==> config.mk <==
export PLATFORM = sky130hd
export DESIGN_NAME = wordle_guess_scorer
export DESIGN_NICKNAME = d
export VERILOG_FILES = /design/src/rtl/wordle_guess_scorer.sv
export SDC_FILE = /design/constraint.sdc
export NUM_CORES = 1
export LEC_CHECK = 0
export BUFFER_PORTS_ARGS = -buffer_cell sky130_fd_sc_hd__buf_2
export CAP_MARGIN = 10
export CORE_MARGIN = 2
export CORE_UTILIZATION = 55
export CTS_CLUSTER_DIAMETER = 80
export DETAILED_ROUTE_END_ITERATION = 8
export PLACE_DENSITY = 0.76
export SETUP_SLACK_MARGIN = 0.05
export SYNTH_ARGS = -nofsm -noshare
export SYNTH_HDL_FRONTEND = slang
export SYNTH_SLANG_ARGS = --single-unit
==> constraint.sdc <==
create_clock -name Clk -period 6 [get_ports Clk]
set_clock_uncertainty 0.05 [all_clocks]
set_input_delay 0.9 -clock Clk [delete_from_list [all_inputs] [get_ports Clk]]
set_output_delay 0.9 -clock Clk [all_outputs]
set_load 0.05 [all_outputs]
==> src/rtl/wordle_guess_scorer.sv <==
// Multi-cycle Wordle guess scorer with game row counter and win/lose flags.
// WORDLE_DUP_RULE_EN enables consume-once duplicate-letter handling.
module wordle_guess_scorer #(
  parameter int         N_ROWS   = 6,
  parameter logic [2:0] C_GREEN  = 3'b010,
  parameter logic [2:0] C_YELLOW = 3'b110,
  parameter logic [2:0] C_WHITE  = 3'b111
) (
  input  logic        Clk,
  input  logic        reset,
  input  logic        start,
  input  logic [39:0] guess,
  input  logic [39:0] secret,
  input  logic        clear,
  output logic        ready,
  output logic        done,
  output logic [14:0] colors,
  output logic [2:0]  row,
  output logic        win,
  output logic        lose,
  output logic        game_over
);

  typedef enum logic [1:0] {
    IDLE, GREEN, YELLOW, DONE
  } state_t;

  state_t     state;
  logic [7:0] g [5];
  logic [7:0] s [5];
  logic [2:0] col [5];
  logic [2:0] p;
  logic [2:0] rcnt;
  logic [7:0] gp;
  logic [7:0] sp;
  logic [2:0] cp;
  logic       gp_alpha;
  logic       grn;
  logic       hit;
  logic       all_green;
  logic       lose_n;
`ifdef WORDLE_DUP_RULE_EN
  logic [4:0] used;
  logic [2:0] hit_j;
`endif

  assign game_over = win | lose;

  always_comb begin
    gp = '0;
    sp = '0;
    cp = C_WHITE;
    for (int i = 0; i < 5; i++) begin
      if (p == 3'(i)) begin
        gp = g[i];
        sp = s[i];
        cp = col[i];
      end
    end
    gp_alpha = (gp >= 8'h41) && (gp <= 8'h5A);
    grn = gp_alpha && (gp == sp);
    hit = 1'b0;
`ifdef WORDLE_DUP_RULE_EN
    hit_j = '0;
    // descending scan leaves the leftmost free match
    for (int j = 4; j >= 0; j--) begin
      if (!used[j] && gp_alpha && s[j] == gp) begin
        hit = 1'b1;
        hit_j = 3'(j);
      end
    end
`else
    for (int j = 0; j < 5; j++) begin
      if (gp_alpha && s[j] == gp) hit = 1'b1;
    end
`endif
    all_green = 1'b1;
    for (int i = 0; i < 5; i++) begin
      if (col[i] != C_GREEN) all_green = 1'b0;
    end
    lose_n = !all_green && (rcnt == 3'(N_ROWS - 1));
  end

  always_ff @(posedge Clk or negedge reset) begin
    if (!reset) begin
      state  <= IDLE;
      p      <= '0;
      rcnt   <= '0;
      ready  <= 1'b1;
      done   <= 1'b0;
      colors <= 15'h7FFF;
      row    <= '0;
      win    <= 1'b0;
      lose   <= 1'b0;
`ifdef WORDLE_DUP_RULE_EN
      used   <= '0;
`endif
      for (int i = 0; i < 5; i++) begin
        g[i]   <= '0;
        s[i]   <= '0;
        col[i] <= C_WHITE;
      end
    end else begin
      done <= 1'b0;
      if (clear) begin
        state  <= IDLE;
        p      <= '0;
        rcnt   <= '0;
        ready  <= 1'b1;
        colors <= 15'h7FFF;
        row    <= '0;
        win    <= 1'b0;
        lose   <= 1'b0;
      end else begin
        unique case (state)
          IDLE: begin
            if (start && ready) begin
              for (int i = 0; i < 5; i++) begin
                g[i]   <= guess[39-8*i -: 8];
                s[i]   <= secret[39-8*i -: 8];
                col[i] <= C_WHITE;
              end
`ifdef WORDLE_DUP_RULE_EN
              used  <= '0;
`endif
              p     <= '0;
              ready <= 1'b0;
              state <= GREEN;
            end else begin
              ready <= ~(win | lose);
            end
          end
          GREEN: begin
            if (grn) begin
              col[p] <= C_GREEN;
`ifdef WORDLE_DUP_RULE_EN
              used[p] <= 1'b1;
`endif
            end
            if (p == 3'd4) begin
              p     <= '0;
              state <= YELLOW;
            end else begin
              p <= p + 3'd1;
            end
          end
          YELLOW: begin
            if (cp != C_GREEN && hit) begin
              col[p] <= C_YELLOW;
`ifdef WORDLE_DUP_RULE_EN
              used[hit_j] <= 1'b1;
`endif
            end
            if (p == 3'd4) begin
              p     <= '0;
              state <= DONE;
            end else begin
              p <= p + 3'd1;
            end
          end
          DONE: begin
            colors <= {col[0], col[1], col[2], col[3], col[4]};
            row    <= rcnt;
            win    <= all_green;
            lose   <= lose_n;
            done   <= 1'b1;
            ready  <= ~(all_green | lose_n);
            if (!(all_green || lose_n)) rcnt <= rcnt + 3'd1;
            state  <= IDLE;
          end
          default: state <= IDLE;
        endcase
      end
    end
  end

endmodule

**After elaboration in Yosys (flattened, before gate mapping)**

Cells that the tools add are included.

- Register bits: 125
- Bits of input ports: 84
- Output and inout bits: 23

- Add/sub/neg operators: 2
- Magnitude comparators: 4
- Equal/unequal tests: 27
- Multiplexer cells: 56
- Bitwise operators: 12
- Reductions and logical operators: 25

Operators by type and width:

| operator | number |
|---|---|
| $mux 8 | 10 |
| $mux 15 | 5 |
| $eq 8x8->1 | 6 |
| $pmux 15 s3 | 1 |
| $mux 3 | 14 |
| $mux 1 | 18 |
| $ne 3x2->1 const B | 6 |
| $logic_and 1x1->1 | 11 |
| $and 10x10->10 | 1 |
| $not 10->10 | 1 |
| $or 10x10->10 | 1 |
| $demux 3 s3 | 1 |
| $ne 3x3->1 const B | 3 |
| $reduce_bool 3->1 | 3 |
| $ge 8x7->1 const B | 1 |
| $le 8x7->1 const B | 1 |
| $mux 2 | 4 |
| $ne 2x2->1 const B | 4 |
| $pmux 2 s4 | 1 |
| $add 3x1->3 const B | 2 |
| $eq 3x2->1 const B | 2 |
| $eq 3x3->1 const B | 2 |
| $pmux 3 s2 | 1 |
| $reduce_and 3->1 | 2 |
| other kinds (20) | 25 |

**Depth between registers and ports, before layout**

- Depth in word-level cells: 17
- Depth in mapped cells: 15
- Depth with buffers taken out: 11

**Least setup slack after synthesis**

Ideal clock, no wire load.

- Path kind: register -> register
- From: register p[2]
- To: register col[12] in the netlist's numbering
- Arrival: 3.277 ns
- Required time: 5.870 ns
- Setup slack: 2.593 ns
- Stages on the path, launching flop included: 15
- Path buffers: 3
- Clock period less this slack: 3.407 ns
- Path through: dfrtp_1 -> clkbuf_1 -> inv_1 -> ha_1 -> buf_6 -> a211o_4 -> o32ai_2 -> or2_1 -> buf_6 -> o21ai_1 -> a22o_1 -> nor3_2 -> a31oi_1 -> or4_4 -> o221ai_2

- Word-level cells in the longest chain between the ends: 17
- Elaborated cells on any way between the ends: 58
- Classes of those cells: order compare: 4; eq/ne: 13; mux: 25; bitwise: 5; reduce/logical: 11

Ends and longest elaborated chain:

| what | line | RTL |
|---|---|---|
| start: declaration | 32 | `logic [2:0] p;` |
| start signal: assignment | 144 | `p <= p + 3'd1;` |
| start signal: assignment | 158 | `p <= p + 3'd1;` |
| $logic_not 3->1 | 54 | `if (p == 3'(i)) begin` |
| $mux 8 (5 in series) | 54 |  |
| $ge 8x7->1 or $le 8x7->1 (tied branches) | 60 | `gp_alpha = (gp >= 8'h41) && (gp <= 8'h5A);` |
| $logic_and 1x1->1 | 60 |  |
| $logic_and 1x1->1 | 74 | `if (gp_alpha && s[j] == gp) hit = 1'b1;` |
| $mux 1 (5 in series) | 74 |  |
| $logic_and 1x1->1 | 148 | `if (cp != C_GREEN && hit) begin` |
| $ne 2x2->1 (no line) | - |  |
| $reduce_and 5->1 (no line) | - |  |
| end signal: indexed assignment | 101 | `col[i] <= C_WHITE;` |
| end signal: indexed assignment | 135 | `col[p] <= C_GREEN;` |
| end signal: indexed assignment | 149 | `col[p] <= C_YELLOW;` |
| end: declaration | 31 | `logic [2:0] col [5];` |

Parallel ways exist; a longest one is shown, timed or not. The select of a mux whose other input is x is not followed.
A chain may end at the register's enable or synchronous reset.

**Final worst setup path**

- From: register p[2]
- To: register col[5] in the netlist's numbering

The elaborated chain is that of the path after synthesis.

==> results.json <==
{
  "status": "finished, final reports clean",
  "yosys_warnings": 0,
  "hp-class": "reg -> reg",
  "cp_max_fo": 20,
  "grtUsageMet1": 0.330,
  "start_kind": "flip-flop",
  "fin_util": 0.659,
  "slowest_delay_ps": 830,
  "muxShareOfSynthArea": 0.140,
  "grt_setup_unrepaired": "false",
  "synthToLayoutAreaGrowth_pct": 17.5,
  "critPathSlowestCell": "nor2_1",
  "p_leak_uw": 0.00332,
  "overflow": 0,
  "ir_worst_vdd_mv": 0.289,
  "synth-seq-cells": 125,
  "synthCells": 585,
  "path_buf_inv": 1,
  "vias": 5067,
  "multiInputGateArea_sq_um": 3290,
  "cts_tree": "yes",
  "synth_fp_nets": 680,
  "synthAdderAreaFrac": 0.0205,
  "r2r-end": "col[5]",
  "netlist_area_sq_um": 6710,
  "worstPathArrival_ps": 5130,
  "rrSetupSlack_ps": 1170,
  "track_usage": 0.265,
  "synth_seq_area_share": 0.472,
  "power.total_uw": 4710,
  "async_flop_share": 1.00,
  "seqCellArea_sq_um": 3170,
  "ctsResizeCount": 0,
  "holdCritStartpoint": "g[28]",
  "slew_headroom": 0.337,
  "final_area_sq_um": 7890,
  "min_period_ps": 4830,
  "synth_top_family_by_area": "multiplexers",
  "grtUsageMet3": 0.0768,
  "drtIter0Drc": 343,
  "dieArea_sq_um": 13100,
  "layout_common_cells": "105 x buf_2, 94 x dfrtp_1, 80 x mux2_2, 32 x xnor2_1, 31 x dfstp_2",
  "dpl_cell_area_sq_um": 7250,
  "finalMaxSlewViolations": 0,
  "grtUsageMet2": 0.427,
  "fin_nets": 767,
  "synth.top_cell.area_share": 0.351,
  "max_freq_ghz": 0.207,
  "rows": 40,
  "synth-compound-area-share": 0.139,
  "post_cts_buffers": 0,
  "numCtsBuffers": 17,
  "synth_edf_count": 0,
  "gp_congestion": 0.849,
  "grt_pass1_vias": 5289,
  "critical_path.top_delay_family": "simple AND/OR/NAND/NOR gates",
  "maxCapViolCount": 0,
  "htreeDepth": 4,
  "initial_core_util": 0.561,
  "grt-busiest-layer": "met2",
  "post-dp-hpwl_mm": 11.4,
  "grt_max_degree": 81,
  "crit_required_ps": 6300,
  "finalCritPeriodShare": 0.805,
  "yosysTopAreaCell": "dfrtp_1",
  "first_pass_iters": 6,
  "avgSynthCellArea_sq_um": 11.5,
  "reg2reg_depth": 11,
  "synthXorXnorAreaFrac": 0.0548,
  "holdPathStages": 1,
  "final_common_cell": "buf_2",
  "cts_buffer_depth": 2,
  "clock_latency_ps": 420,
  "vias_per_cell": 6.09,
  "die_y_microns": 114,
  "synth_cell_types": 60,
  "hold_viol": 0,
  "io_pins": 107,
  "hold-worst-slack_ps": 453,
  "crit_type": "reg -> reg",
  "antenna_found_initial": 0,
  "power.density_nw_per_um2": 597,
  "core_sq_um": 12000,
  "routed_wl_mm": 16.3,
  "antenna_left": 0,
  "ys.flop_type": "dfrtp_1",
  "clock_sinks": 125,
  "grt_first_pass_wirelength_mm": 26.7,
  "nFillCells": 925,
  "r2r_start": "p[2]",
  "finalSetupViolCount": 0,
  "crit_path_end_kind": "flip-flop",
  "hold_end": "g[28]",
  "remaining_drc_errors": 0,
  "cts-hold-fix-buffers": 0,
  "die_w_microns": 114,
  "clock-root-buffer": "clkbuf_16",
  "crit_chain": "inv_1, ha_1, nor2_1, o221ai_1, and2_1, xnor2_1, nor4_1, a21oi_1, and4b_4, nor3_4, o2111a_1",
  "place.port_buffers": 106,
  "synth-simple-area-share": 0.135,
  "antenna_cells": 0,
  "worstMarginPinSlew_ps": 994,
  "synth_area_leaders": "dfrtp_1 35%, mux2_2 13%, dfstp_2 12%, xnor2_1 4.2%, ha_1 2.1%",
  "post_drt_wl_per_cell_microns": 19.5,
  "layout-drive-gt1-share": 0.393,
  "path_clk_slew_ps": 60,
  "finalSetupTns_ps": 0
}
==> metrics by stage <==
| stage | setup slack [ps] | instances |
|---|---|---|
| 3_5_place_dp | 1320 | 800 |
| 5_1_grt | 749 | 832 |
| 4_1_cts | 1270 | 832 |
| 3_3_place_gp | 1520 | 800 |
| 2_1_floorplan | 2590 | 585 |
| 6_report | 1170 | 832 |
==> final cells by class <==
cell class	instances	share of cell area
clock buffer	19	0.0574
clock inverter	13	0.0240
inverter	14	0.00666
multi-input combinational	405	0.417
sequential	125	0.401
tap	147	0.0233
timing repair buffer	109	0.0704
==> kinds of logic after synthesis <==
logic type      Yosys count
xor+xnor                 42
fa+ha+maj                11
mux                      84
flops                   125
buf+inv                  55
simple gates            155
compound gates          113
==> synthesized netlist by cell type (all sizes together) (8+ instances only) <==
cell     n
dfrtp   94
mux2    80
xnor2   32
dfstp   31
clkbuf  25
nor2    21
nand2   20
o21ai   19
a211o   16
buf     16
nand3   16
nor2b   16
inv     14
a221oi  12
and2    11
ha      11
nor3    11
xor2    10
a21oi    9
o221ai   9
and3b    8
nor4     8
==> worst register-to-register path: cells and delay by family (launching register included) <==
family | cells | cell delay, ps
buffers and inverters | 1 | 170
xor gates and xnor gates | 1 | 180
AOI/OAI and AO/OA | 3 | 740
adders and majority gates | 1 | 540
DFF | 1 | 670
and+or+nand+nor | 5 | 2420
==> layer usage <==
| layer | up-vias | wire, microns |
|---|---|---|
| li1 | 2317 | - |
| met1 | 2505 | 6790 |
| met2 | 194 | 7990 |
| met3 | 51 | 1000 |
| met4 | 0 | 464 |
| met5 | - | 0 |
==> flip-flops by register name, summed over array words and instances, names as in the netlist <==
| name | cells |
|---|---|
| p | 3 |
| rcnt | 3 |
| row | 3 |
| win | 1 |
| lose | 1 |
| done | 1 |
| colors | 15 |
| state | 2 |
| g | 40 |
| col | 15 |
| s | 40 |
| ready | 1 |
==> worst max path at each step <==
stage,from,end,slack [ps],depth (start not counted)
6_report,p[2],col[5],1170,11
5_1_grt,p[2],col[5],750,11
4_1_cts,p[2],col[5],1270,11
3_5_place_dp,p[2],col[5],1320,11
3_3_place_gp,p[2],col[8],1520,11
2_1_floorplan,p[2],col[12],2590,14
==> power breakdown <==
part / internal, uW / total, uW / switching (uW) / leakage [uW]
Clock: 718 / 1090 / 374 / 0.000299
Combinational: 995 / 2020 / 1030 / 0.00156
Sequential: 1250 / 1600 / 344 / 0.00146
Total: 2960 / 4710 / 1740 / 0.00332
No activity file was read; power rests on OpenSTA's default activity.
